### config.mk
export PLATFORM = sky130hd
export DESIGN_NAME = mario_obj_dma_flat
export DESIGN_NICKNAME = d
export VERILOG_FILES = /design/src/rtl/mario_obj_dma_if.sv /design/src/rtl/mario_obj_dma.sv /design/src/flat_wrapper.sv
export SDC_FILE = /design/constraint.sdc
export NUM_CORES = 1
export LEC_CHECK = 0
export CAP_MARGIN = 5
export CORE_MARGIN = 1
export CORE_UTILIZATION = 48
export DETAILED_ROUTE_END_ITERATION = 12
export PLACE_DENSITY_LB_ADDON = 0.05
export SLEW_MARGIN = 20
export SYNTH_ARGS = -nofsm -noshare
export SYNTH_HDL_FRONTEND = slang
export SYNTH_SLANG_ARGS = --single-unit
### constraint.sdc
create_clock -name I_CLK_48M -period 2.04 [get_ports I_CLK_48M]
set_input_delay 0.408 -clock I_CLK_48M [delete_from_list [all_inputs] [get_ports I_CLK_48M]]
set_output_delay 0.408 -clock I_CLK_48M [all_outputs]
set_load 0.02 [all_outputs]
### src/rtl/mario_obj_dma_if.sv
// Bus bundle between the sprite DMA controller and its surroundings:
// CPU trigger, Z80 bus handshake, work-RAM read port and object-RAM write port.
interface mario_obj_dma_if;
  logic       I_CEN;
  logic       I_TRIG;
  logic       I_BANK;
  logic       O_BUSRQn;
  logic       I_BUSAKn;
  logic [9:0] O_SRC_A;
  logic       O_SRC_RDn;
  logic [7:0] I_SRC_D;
  logic [9:0] O_OBJ_DMA_A;
  logic [7:0] O_OBJ_DMA_D;
  logic       O_OBJ_DMA_CE;
  logic       O_BUSY;
  logic       O_DONE;

  modport master (
    input  I_CEN, I_TRIG, I_BANK, I_BUSAKn, I_SRC_D,
    output O_BUSRQn, O_SRC_A, O_SRC_RDn, O_OBJ_DMA_A, O_OBJ_DMA_D,
    output O_OBJ_DMA_CE, O_BUSY, O_DONE
  );

  modport slave (
    output I_CEN, I_TRIG, I_BANK, I_BUSAKn, I_SRC_D,
    input  O_BUSRQn, O_SRC_A, O_SRC_RDn, O_OBJ_DMA_A, O_OBJ_DMA_D,
    input  O_OBJ_DMA_CE, O_BUSY, O_DONE
  );
endinterface

### src/rtl/mario_obj_dma.sv
// Sprite DMA: on a CPU trigger, grabs the Z80 bus and copies XFER_LEN bytes of
// work RAM (starting at SRC_BASE) into one bank of the 1KB object RAM.
module mario_obj_dma #(
  parameter logic [9:0] SRC_BASE = 10'h100,
  parameter int         XFER_LEN = 384
) (
  input  logic             I_CLK_48M,
  input  logic             I_RESET,
  mario_obj_dma_if.master  bus
);

  generate
    if (XFER_LEN < 1 || XFER_LEN > 512) begin : g_bad_len
      $error("mario_obj_dma: XFER_LEN must be within 1..512");
    end
  endgenerate

  localparam logic [9:0] LEN = 10'(XFER_LEN);

  typedef enum logic [2:0] {
    IDLE,
    REQ,
    WAIT_ACK,
    READ,
    LATCH,
    WRITE,
    RELEASE
  } state_t;

  state_t     state;
  state_t     state_next;
  logic       trig_q;
  logic       pending;
  logic       bank;
  logic [9:0] index;
  logic [9:0] index_inc;
  logic [9:0] obj_a;
  logic [7:0] obj_d;
  logic       trig_rise;

  assign index_inc = index + 10'd1;
  assign trig_rise = bus.I_TRIG & ~trig_q;

  // trig_q follows the input even in reset so a trigger held across reset release is not seen as a new edge
  always_ff @(posedge I_CLK_48M) begin
    if (I_RESET) begin
      state   <= IDLE;
      trig_q  <= bus.I_TRIG;
      pending <= 1'b0;
      bank    <= 1'b0;
      index   <= 10'd0;
      obj_a   <= 10'd0;
      obj_d   <= 8'd0;
    end else begin
      state  <= state_next;
      trig_q <= bus.I_TRIG;
      if (state == IDLE && pending) begin
        pending <= 1'b0;
        bank    <= bus.I_BANK;
        index   <= 10'd0;
      end else if (state == IDLE && trig_rise) begin
        pending <= 1'b1;
      end
      // address and data are loaded one step early so they are stable while the write strobe is high
      if (bus.I_CEN && state == LATCH) begin
        obj_d <= bus.I_SRC_D;
        obj_a <= {bank, index[8:0]};
      end
      if (bus.I_CEN && state == WRITE) begin
        index <= index_inc;
      end
    end
  end

  always_comb begin
    state_next       = state;
    bus.O_BUSRQn     = 1'b1;
    bus.O_BUSY       = 1'b0;
    bus.O_SRC_RDn    = 1'b1;
    bus.O_OBJ_DMA_CE = 1'b0;
    bus.O_DONE       = 1'b0;
    case (state)
      IDLE: begin
        if (pending) state_next = REQ;
      end
      REQ: begin
        bus.O_BUSRQn = 1'b0;
        bus.O_BUSY   = 1'b1;
        if (bus.I_CEN) state_next = WAIT_ACK;
      end
      WAIT_ACK: begin
        bus.O_BUSRQn = 1'b0;
        bus.O_BUSY   = 1'b1;
        if (bus.I_CEN && !bus.I_BUSAKn) state_next = READ;
      end
      READ: begin
        bus.O_BUSRQn  = 1'b0;
        bus.O_BUSY    = 1'b1;
        bus.O_SRC_RDn = 1'b0;
        if (bus.I_CEN) state_next = LATCH;
      end
      LATCH: begin
        bus.O_BUSRQn = 1'b0;
        bus.O_BUSY   = 1'b1;
        if (bus.I_CEN) state_next = WRITE;
      end
      WRITE: begin
        bus.O_BUSRQn     = 1'b0;
        bus.O_BUSY       = 1'b1;
        bus.O_OBJ_DMA_CE = bus.I_CEN;
        if (bus.I_CEN) state_next = (index_inc == LEN) ? RELEASE : READ;
      end
      RELEASE: begin
        bus.O_DONE = bus.I_CEN;
        if (bus.I_CEN) state_next = IDLE;
      end
      default: state_next = IDLE;
    endcase
  end

  // source address wraps naturally in the 10-bit sum
  assign bus.O_SRC_A     = SRC_BASE + index;
  assign bus.O_OBJ_DMA_A = obj_a;
  assign bus.O_OBJ_DMA_D = obj_d;

endmodule

### src/flat_wrapper.sv
// flat-port wrapper written by rule: the top's interface ports become plain ports
module mario_obj_dma_flat 
#(
  parameter logic [9:0] SRC_BASE = 10'h100,
  parameter int         XFER_LEN = 384
)
  (I_CLK_48M, I_RESET, bus_I_CEN, bus_I_TRIG, bus_I_BANK, bus_I_BUSAKn, bus_I_SRC_D, bus_O_BUSRQn, bus_O_SRC_A, bus_O_SRC_RDn, bus_O_OBJ_DMA_A, bus_O_OBJ_DMA_D, bus_O_OBJ_DMA_CE, bus_O_BUSY, bus_O_DONE);
  mario_obj_dma_if bus_i ();
  input  logic I_CLK_48M;
  input  logic I_RESET;
  input wire logic [$bits(bus_i.I_CEN)-1:0] bus_I_CEN;
  input wire logic [$bits(bus_i.I_TRIG)-1:0] bus_I_TRIG;
  input wire logic [$bits(bus_i.I_BANK)-1:0] bus_I_BANK;
  input wire logic [$bits(bus_i.I_BUSAKn)-1:0] bus_I_BUSAKn;
  input wire logic [$bits(bus_i.I_SRC_D)-1:0] bus_I_SRC_D;
  output wire logic [$bits(bus_i.O_BUSRQn)-1:0] bus_O_BUSRQn;
  output wire logic [$bits(bus_i.O_SRC_A)-1:0] bus_O_SRC_A;
  output wire logic [$bits(bus_i.O_SRC_RDn)-1:0] bus_O_SRC_RDn;
  output wire logic [$bits(bus_i.O_OBJ_DMA_A)-1:0] bus_O_OBJ_DMA_A;
  output wire logic [$bits(bus_i.O_OBJ_DMA_D)-1:0] bus_O_OBJ_DMA_D;
  output wire logic [$bits(bus_i.O_OBJ_DMA_CE)-1:0] bus_O_OBJ_DMA_CE;
  output wire logic [$bits(bus_i.O_BUSY)-1:0] bus_O_BUSY;
  output wire logic [$bits(bus_i.O_DONE)-1:0] bus_O_DONE;
  assign bus_i.I_CEN = bus_I_CEN;
  assign bus_i.I_TRIG = bus_I_TRIG;
  assign bus_i.I_BANK = bus_I_BANK;
  assign bus_i.I_BUSAKn = bus_I_BUSAKn;
  assign bus_i.I_SRC_D = bus_I_SRC_D;
  assign bus_O_BUSRQn = bus_i.O_BUSRQn;
  assign bus_O_SRC_A = bus_i.O_SRC_A;
  assign bus_O_SRC_RDn = bus_i.O_SRC_RDn;
  assign bus_O_OBJ_DMA_A = bus_i.O_OBJ_DMA_A;
  assign bus_O_OBJ_DMA_D = bus_i.O_OBJ_DMA_D;
  assign bus_O_OBJ_DMA_CE = bus_i.O_OBJ_DMA_CE;
  assign bus_O_BUSY = bus_i.O_BUSY;
  assign bus_O_DONE = bus_i.O_DONE;
  mario_obj_dma #(.SRC_BASE(SRC_BASE), .XFER_LEN(XFER_LEN)) u_core (.I_CLK_48M(I_CLK_48M), .I_RESET(I_RESET), .bus(bus_i));
endmodule
==> flow_summary.yaml, run 1 <==
floorplanning:
  rows: 21
  initial_core_util: 0.518
  core_area_sq_um: 3440
  die_y_um: 62.9
  ios: 47
  dieArea_sq_um: 3960
  die_w_um: 62.9
final_layout:
  syn_to_final_growth_pct: 32.7
  drive_gt1_frac: 0.146
  final_cell_mix: "nand2_1 (50), clkdlybuf4s50_1 (42), a21oi_1 (33), dfxtp_1 (31), buf_4 (16)"
  final_common_cell: "nand2_1"
  finalNetCount: 283
  diodes: 0
  fillers: 304
grt:
  overflow: 0
  grt_pass1_wl_um: 6830
  grt_antenna_before_repair: 0
  grt_pass1_vias: 1490
  grt_use_total: 0.215
  grt_max_degree: 23
drt:
  drt_first_pass_iters: 4
  via_per_inst: 5.24
  via_count: 1645
  avgRoutedWirePerCell_um: 12.4
  drc: 0
  final_antenna_net_count: 0
  drtIter0Drc: 86
  drt-total-wl_um: 3880
cts:
  clkLatencyLatePin_ns: 0.29
  cts-root-buf: "clkbuf_8"
  clockBufferDepth: 2
  cts.sinks: 34
  post_cts_buffers: 0
  clk_pin_slew_ns: 0.07
  cts_tree: "yes"
  cts_made_buffers: 5
  cts-htree-levels: 2
synth:
  synthArstFlopShare: 0
  ys_seq_elements: 34
  netlist_instances: 225
  synth_area_sq_um: 1780
  synth_ff_type: "dfxtp_1"
  ys_warn_count: 0
  ys_types: 49
  synthesis.nets: 241
  yosysSeqAreaShare: 0.382
  synth_area_per_cell_sq_um: 7.92
  synth_edf_count: 0
sta:
  fmax_mhz: 515
  skew_ns: 0.00471
  worst_pin_slew_ns: 0.303
  max_slew_margin: 0.797
  finalSetupViolCount: 0
  finalCriticalPeriod_ns: 1.94
  tns_ns: 0
  finalHoldViolCount: 0
  rsz0062_at_grt: "no"
  post-route-period-util: 0.951
  slew_violations: 0
power_and_ir_drop:
  p_per_area_nw_per_um2: 578
  finalPower_mw: 1.37
  leakage_nw: 0.876
  ir_worst_vdd_mv: 0.352
critical_path:
  path_max_fanout: 10
  cp.required_ns: 1.63
  start_kind: "register"
  endpoint_kind: "output pin"
  cp.arrival_ns: 1.53
  reg2regPathDepth: 6
  critical_path_class: "register to output pin"
placed_design:
  place_hpwl_um: 2700
  io_buffers: 46
  place_congestion: 0.860
min_path:
  hold_path_class: "register to register"
  min_delay_path_depth: 2
outcome:
  status: "complete, no violations"
flow_run:
  max-cap-violations: 0
## final cells by class
cell class,instances,area [sq um],area share
well taps,46,57.6,0.0244
clock inverters,1,5.00,0.00212
clock buffers,7,86.3,0.0365
repair buffers,63,599,0.254
multi-input cells,160,920,0.389
inverters,3,11.3,0.00476
flip-flops and latches,34,684,0.290
## synthesized netlist by cell type (3+ instances only)
cell type / n / area share
nand2_1: 50 / 0.11
dfxtp_1: 34 / 0.38
a21oi_1: 33 / 0.093
nor2_1: 11 / 0.023
buf_2: 10 / 0.028
buf_4: 10 / 0.042
o21ai_1: 7 / 0.020
clkbuf_1: 5 / 0.011
nand3_1: 5 / 0.014
a21o_1: 3 / 0.013
a311oi_1: 3 / 0.015
and2_1: 3 / 0.011
nand4b_1: 3 / 0.015
nor2b_1: 3 / 0.011
o21ai_0: 3 / 0.0084
## flip-flops by register name (all words and copies together), names as in the netlist
signal	count
u_core.bank	1
u_core.bus.O_OBJ_DMA_A	10
u_core.bus.O_OBJ_DMA_D	8
u_core.index	10
u_core.pending	1
u_core.state	3
u_core.trig_q	1
## logic make-up (layout without fill, tap and decap cells)
logic type                 count (synthesis)  in the layout  synth area share
buffers and inverters                     31             74             0.102
adders and majority gates                  2              2            0.0140
DFF                                       34             34             0.382
xor gates and xnor gates                   2              2           0.00983
and+or+nand+nor                           96             96             0.293
AOI/OAI and AO/OA                         59             59             0.194
muxes                                      1              1           0.00562
## per-stage QoR
stage                     hold slack (ns)   util  worst slack [ns]  instances  instance area [sq um]
after floorplan                     0.432      -             0.433        225                   1780
after global placement              0.440  0.659            -0.109        306                   2270
after detailed placement            0.446  0.659            -0.113        306                   2270
after CTS                           0.455  0.686           0.00159        314                   2360
after global routing                0.476  0.687            0.0165        314                   2360
final                               0.453  0.687            0.0999        314                   2360
## worst max-delay path, stage by stage (launching register included)
cell and delay (ns):
dfxtp_1 0.45, buf_4 0.21, nand2_1 0.06, clkdlybuf4s50_1 0.53
## worst paths after layout
path / slack, ns / endpoint / start
worst max-delay path: 0.1 / bus_O_SRC_RDn / u_core.state[1]
worst min-delay path: 0.45 / u_core.bus.O_OBJ_DMA_A[0] / u_core.bus.O_OBJ_DMA_A[0]
worst max register to register: 0.32 / u_core.state[2] / u_core.index[1]
worst min register to register: 0.45 / u_core.bus.O_OBJ_DMA_A[0] / u_core.bus.O_OBJ_DMA_A[0]
## report_power, final
part           total, mW  internal, mW  switching (mW)
Clock              0.513         0.272           0.241
Combinational      0.163        0.0825          0.0801
Sequential         0.691         0.674          0.0167
## layer usage
layer  track usage  wire (um)  vias up
met3        0.0547        250        8
met1         0.292       1900      737
met5             0          0        -
li1              -          -      848
met2         0.323       1650       52
met4        0.0843         76        0
## what timing repair did
item                                    CTS  global route
hold endpoints to repair                  0             0
endpoints found under the setup margin    5             2
gates resized for setup                   5             2
hold buffers                              0             0
pin swaps                                 0             0
(Power assumes the default switching activity.)
==> inputs of run 2 (changes only) <==
--- a/config.mk
+++ b/config.mk
@@ -5,8 +5,7 @@
 export SDC_FILE = /design/constraint.sdc
 export NUM_CORES = 1
 export LEC_CHECK = 0
-export CAP_MARGIN = 5
-export CORE_MARGIN = 1
+export CORE_MARGIN = 2
 export CORE_UTILIZATION = 48
 export DETAILED_ROUTE_END_ITERATION = 12
 export PLACE_DENSITY_LB_ADDON = 0.05
==> run 2 against run 1 <==
Global-route usage fell by 0.64 points. Utilization fell by 3.0 points. Combinational power fell by 2%. Cell count rose by 0.32%. Fmax rose by 0.29%. Worst setup slack improved by 0.0056 ns. Non-clock buffer count fell by 1. Worst hold slack improved by 0.0018 ns. Routed wire length rose by 3.5%. Clock power rose by 1%.
==> flow_summary.yaml, run 2 (synthesis results as in run 1) <==
power_and_ir_drop:
  leakage_nw: 0.874
  ir_worst_vdd_mv: 0.330
  p_per_area_nw_per_um2: 578
drt:
  avgRoutedWirePerCell_um: 12.7
  via_count: 1654
  drtIter0Drc: 75
  final_antenna_net_count: 0
  via_per_inst: 5.25
  drc: 0
  drt-total-wl_um: 4020
  drt_first_pass_iters: 4
final_layout:
  drive_gt1_frac: 0.146
  finalNetCount: 282
  final_cell_mix: "nand2_1 (50), clkdlybuf4s50_1 (41), a21oi_1 (33), dfxtp_1 (31), buf_4 (15)"
  syn_to_final_growth_pct: 32.9
  diodes: 0
  final_common_cell: "nand2_1"
  fillers: 318
grt:
  grt_pass1_wl_um: 6850
  overflow: 0
  grt_use_total: 0.209
  grt_antenna_before_repair: 0
  grt_pass1_vias: 1507
  grt_max_degree: 32
critical_path:
  path_max_fanout: 4
  r2r-start: "u_core.index[1]"
  cp.arrival_ns: 1.53
  r2r_slack_ns: 0.43
  endpoint_kind: "output pin"
  critPathLaunch: "u_core.index[9]"
  cp_num_buf_inv: 1
  critical_path_class: "register to output pin"
  start_kind: "register"
  crit_family: "buffers and inverters"
  cp.required_ns: 1.63
  timing.rr.end: "u_core.state[0]"
  crit_path_top_delay_cell: "clkdlybuf4s50_1"
  reg2regPathDepth: 6
  slowest_delay_ns: 0.63
  crit_cells: 2
  crit_chain: "xor2_1, clkdlybuf4s50_1"
  worstSetupEndpoint: "bus_O_SRC_A[9]"
sta:
  whs_ns: 0.455
  skew_ns: 0.00638
  fmax_mhz: 517
  finalCriticalPeriod_ns: 1.93
  max_slew_margin: 0.738
  post-route-period-util: 0.948
  setup_ws_ns: 0.106
  finalSetupViolCount: 0
  worst_pin_slew_ns: 0.393
  tns_ns: 0
  rsz0062_at_grt: "no"
  finalHoldViolCount: 0
  slew_violations: 0
cts:
  cts.sinks: 34
  postCtsHoldBufs: 0
  clockBufferDepth: 2
  clkLatencyLatePin_ns: 0.28
  cts-root-buf: "clkbuf_8"
  post_cts_buffers: 0
  cts_tree: "yes"
  cts_made_buffers: 5
  cts-htree-levels: 2
  clk_pin_slew_ns: 0.07
floorplanning:
  die_y_um: 64.9
  ios: 47
  initial_core_util: 0.494
  rows: 22
  core_area_sq_um: 3610
  die_w_um: 64.9
  dieArea_sq_um: 4220
min_path:
  hold_path_class: "register to register"
placed_design:
  place_congestion: 0.797
  io_buffers: 46
  place_hpwl_um: 2740
  pre_cts_slack_ns: -0.113
flow_run:
  max-cap-violations: 0
outcome:
  status: "complete, no violations"
[run 2: metrics by stage]
step                      instances  instance area, sq um   util  power [mW]
final                           315                  2370  0.657        1.37
after global routing            315                  2370  0.657        1.43
after CTS                       315                  2360  0.654        1.39
after detailed placement        307                  2260  0.628       0.867
after global placement          307                  2260  0.628       0.867
after floorplan                 225                  1780      -       0.794
[run 2: final cells by class]
class | count | area (sq um) | area share
inverter | 3 | 11.3 | 0.00475
tap | 48 | 60.1 | 0.0254
clock buffer | 6 | 82.6 | 0.0349
timing repair buffer | 62 | 598 | 0.253
multi-input combinational | 160 | 920 | 0.388
sequential | 34 | 684 | 0.289
clock inverter | 2 | 12.5 | 0.00528
[run 2: report_power, final]
| group | switching [mW] | total (mW) | internal, mW |
|---|---|---|---|
| clock network | 0.247 | 0.518 | 0.271 |
| logic | 0.0776 | 0.159 | 0.0815 |
| registers | 0.0182 | 0.692 | 0.674 |
| total | 0.342 | 1.37 | 1.03 |
[run 2: worst min path at each step]
stage / start / endpoint / slack, ns / depth (start not counted)
after detailed placement: u_core.bank / u_core.bank / 0.45 / 2
after floorplan: u_core.bank / u_core.bus.O_OBJ_DMA_A[9] / 0.43 / 2
after CTS: u_core.bus.O_OBJ_DMA_A[3] / u_core.bus.O_OBJ_DMA_A[3] / 0.46 / 2
final: u_core.bus.O_OBJ_DMA_A[3] / u_core.bus.O_OBJ_DMA_A[3] / 0.46 / 2
after global placement: u_core.bus.O_OBJ_DMA_D[3] / u_core.bus.O_OBJ_DMA_D[3] / 0.44 / 2
after global routing: u_core.bus.O_OBJ_DMA_A[3] / u_core.bus.O_OBJ_DMA_A[3] / 0.48 / 2
[run 2: what timing repair did]
item,in CTS,in global routing
endpoints found under the setup margin,5,4
resized for setup,4,4
pin swaps,0,0
[run 2: layer usage]
metal | share of wire | GRT usage
met5 | 0 | 0
met4 | 0.014 | 0.0957
met3 | 0.067 | 0.0538
met2 | 0.46 | 0.326
met1 | 0.46 | 0.269
[run 2: tightest hold or removal path: cells and delay by family, from the launching register on]
family           cells  cell delay [ns]
AO/OA/AOI/OAI        1             0.05
flip-flops           1             0.31
AND/OR/NAND/NOR      1             0.05
==> inputs of run 3 (changes only) <==
--- a/config.mk
+++ b/config.mk
@@ -6,7 +6,7 @@
 export NUM_CORES = 1
 export LEC_CHECK = 0
 export CORE_MARGIN = 2
-export CORE_UTILIZATION = 48
+export CORE_UTILIZATION = 45
 export DETAILED_ROUTE_END_ITERATION = 12
 export PLACE_DENSITY_LB_ADDON = 0.05
 export SLEW_MARGIN = 20
==> run 3 against run 2 <==
Worst setup slack better by 0.057 ns. Power is 0.68% higher. Routed wire length shrank 0.32%. Die area rose by 6.3%. Sequential power hardly changed. Combinational power rose by 4%. Cell count is 0.63% higher. First-iteration DRC count is 2.7% lower. Clock skew fell by 0.0012 ns.
==> flow_summary.yaml, run 3 (synthesis results as in run 1) <==
floorplanning:
  die_w_um: 66.9
  ios: 47
  dieArea_sq_um: 4480
  initial_core_util: 0.476
  core_area_sq_um: 3740
  rows: 22
  die_y_um: 66.9
power_and_ir_drop:
  leakage_nw: 0.896
  p_per_area_nw_per_um2: 572
  ir_worst_vdd_mv: 0.283
final_layout:
  drive_gt1_frac: 0.156
  final_common_cell: "nand2_1"
  diodes: 0
  final_cell_area_sq_um: 2410
  syn_to_final_growth_pct: 35.3
  finalNetCount: 284
  final_cell_mix: "nand2_1 (50), clkdlybuf4s50_1 (41), a21oi_1 (33), dfxtp_1 (30), buf_4 (15)"
critical_path:
  endpoint_kind: "output pin"
  path_max_fanout: 4
  critical_path_class: "register to output pin"
  start_kind: "register"
  r2r_slack_ns: 0.33
  cp.arrival_ns: 1.47
  cp.required_ns: 1.63
cts:
  clkLatencyLatePin_ns: 0.28
  cts-root-buf: "clkbuf_8"
  cts_made_buffers: 5
  cts_tree: "yes"
  clk_pin_slew_ns: 0.07
  cts-htree-levels: 2
  cts.sinks: 34
  clockBufferDepth: 2
drt:
  drtIter0Drc: 73
  via_per_inst: 5.14
  via_count: 1628
  final_antenna_net_count: 0
  drt_first_pass_iters: 4
  avgRoutedWirePerCell_um: 12.6
  drc: 0
  drt-total-wl_um: 4000
sta:
  fmax_mhz: 533
  finalSetupViolCount: 0
  rsz0062_at_grt: "no"
  finalHoldViolCount: 0
  worst_pin_slew_ns: 0.450
  skew_ns: 0.00514
  whs_ns: 0.454
  slew_violations: 0
  post-route-period-util: 0.920
  max_slew_margin: 0.699
  finalCriticalPeriod_ns: 1.88
min_path:
  hold_path_class: "register to register"
grt:
  grt_pass1_wl_um: 6550
  grt_max_degree: 26
  grt_use_total: 0.192
  overflow: 0
  grt_antenna_before_repair: 0
  grt_pass1_vias: 1423
placed_design:
  place_congestion: 0.857
  place_hpwl_um: 2890
  dpl_cell_area_sq_um: 2300
  io_buffers: 46
flow_run:
  max-cap-violations: 0
outcome:
  status: "complete, no violations"
-- run 3: path summary, 6_finish.rpt --
check | to | cells past startpoint | from
worst min register to register | u_core.bus.O_OBJ_DMA_D[7] | 2 | u_core.bus.O_OBJ_DMA_D[7]
worst max-delay path | bus_O_SRC_A[9] | 2 | u_core.index[9]
worst max register to register | u_core.state[0] | 6 | u_core.index[0]
worst min-delay path | u_core.bus.O_OBJ_DMA_D[7] | 2 | u_core.bus.O_OBJ_DMA_D[7]
-- run 3: final cells by class --
class	count	area (sq um)
clock buffer	6	82.6
multi-input combinational	160	920
fill	348	1330
sequential	34	686
inverter	3	11.3
timing repair buffer	64	638
clock inverter	2	12.5
tap	48	60.1
-- run 3: metal layers --
layer	GRT usage	wire length, um	up-vias
met5	0	0	-
met4	0.0765	39	0
met3	0.0405	181	4
met2	0.306	1790	33
met1	0.251	1990	744
li1	-	-	847
-- run 3: metrics by stage --
| step | worst slack, ns | utilization | setup TNS (ns) | total power, mW | cells |
|---|---|---|---|---|---|
| 2_1_floorplan | 0.433 | - | 0 | 0.794 | 225 |
| 3_3_place_gp | -0.113 | 0.616 | -0.191 | 0.876 | 309 |
| 3_5_place_dp | -0.115 | 0.616 | -0.193 | 0.875 | 309 |
| 4_1_cts | 0.0407 | 0.641 | 0 | 1.40 | 317 |
| 5_1_grt | 0.111 | 0.644 | 0 | 1.44 | 317 |
| 6_report | 0.163 | 0.644 | 0 | 1.38 | 317 |
-- run 3: where the power goes --
| group | internal [mW] | leakage (nW) | switching (mW) | total [mW] |
|---|---|---|---|---|
| Combinational | 0.0882 | 0.573 | 0.0781 | 0.166 |
| Clock | 0.271 | 0.0472 | 0.248 | 0.519 |
| Sequential | 0.674 | 0.276 | 0.0187 | 0.693 |
| Total | 1.03 | 0.896 | 0.345 | 1.38 |
-- run 3: timing repair --
| item | CTS | global route |
|---|---|---|
| resized for setup | 5 | 4 |
| setup buffers | 0 | 0 |
| hold buffers | 0 | 0 |
| setup endpoints to repair | 5 | 4 |
-- run 3: worst max-delay path, stage by stage (launching register included) --
cell             delay (ns)
dfxtp_1                0.38
xor2_1                 0.18
clkdlybuf4s50_1        0.62
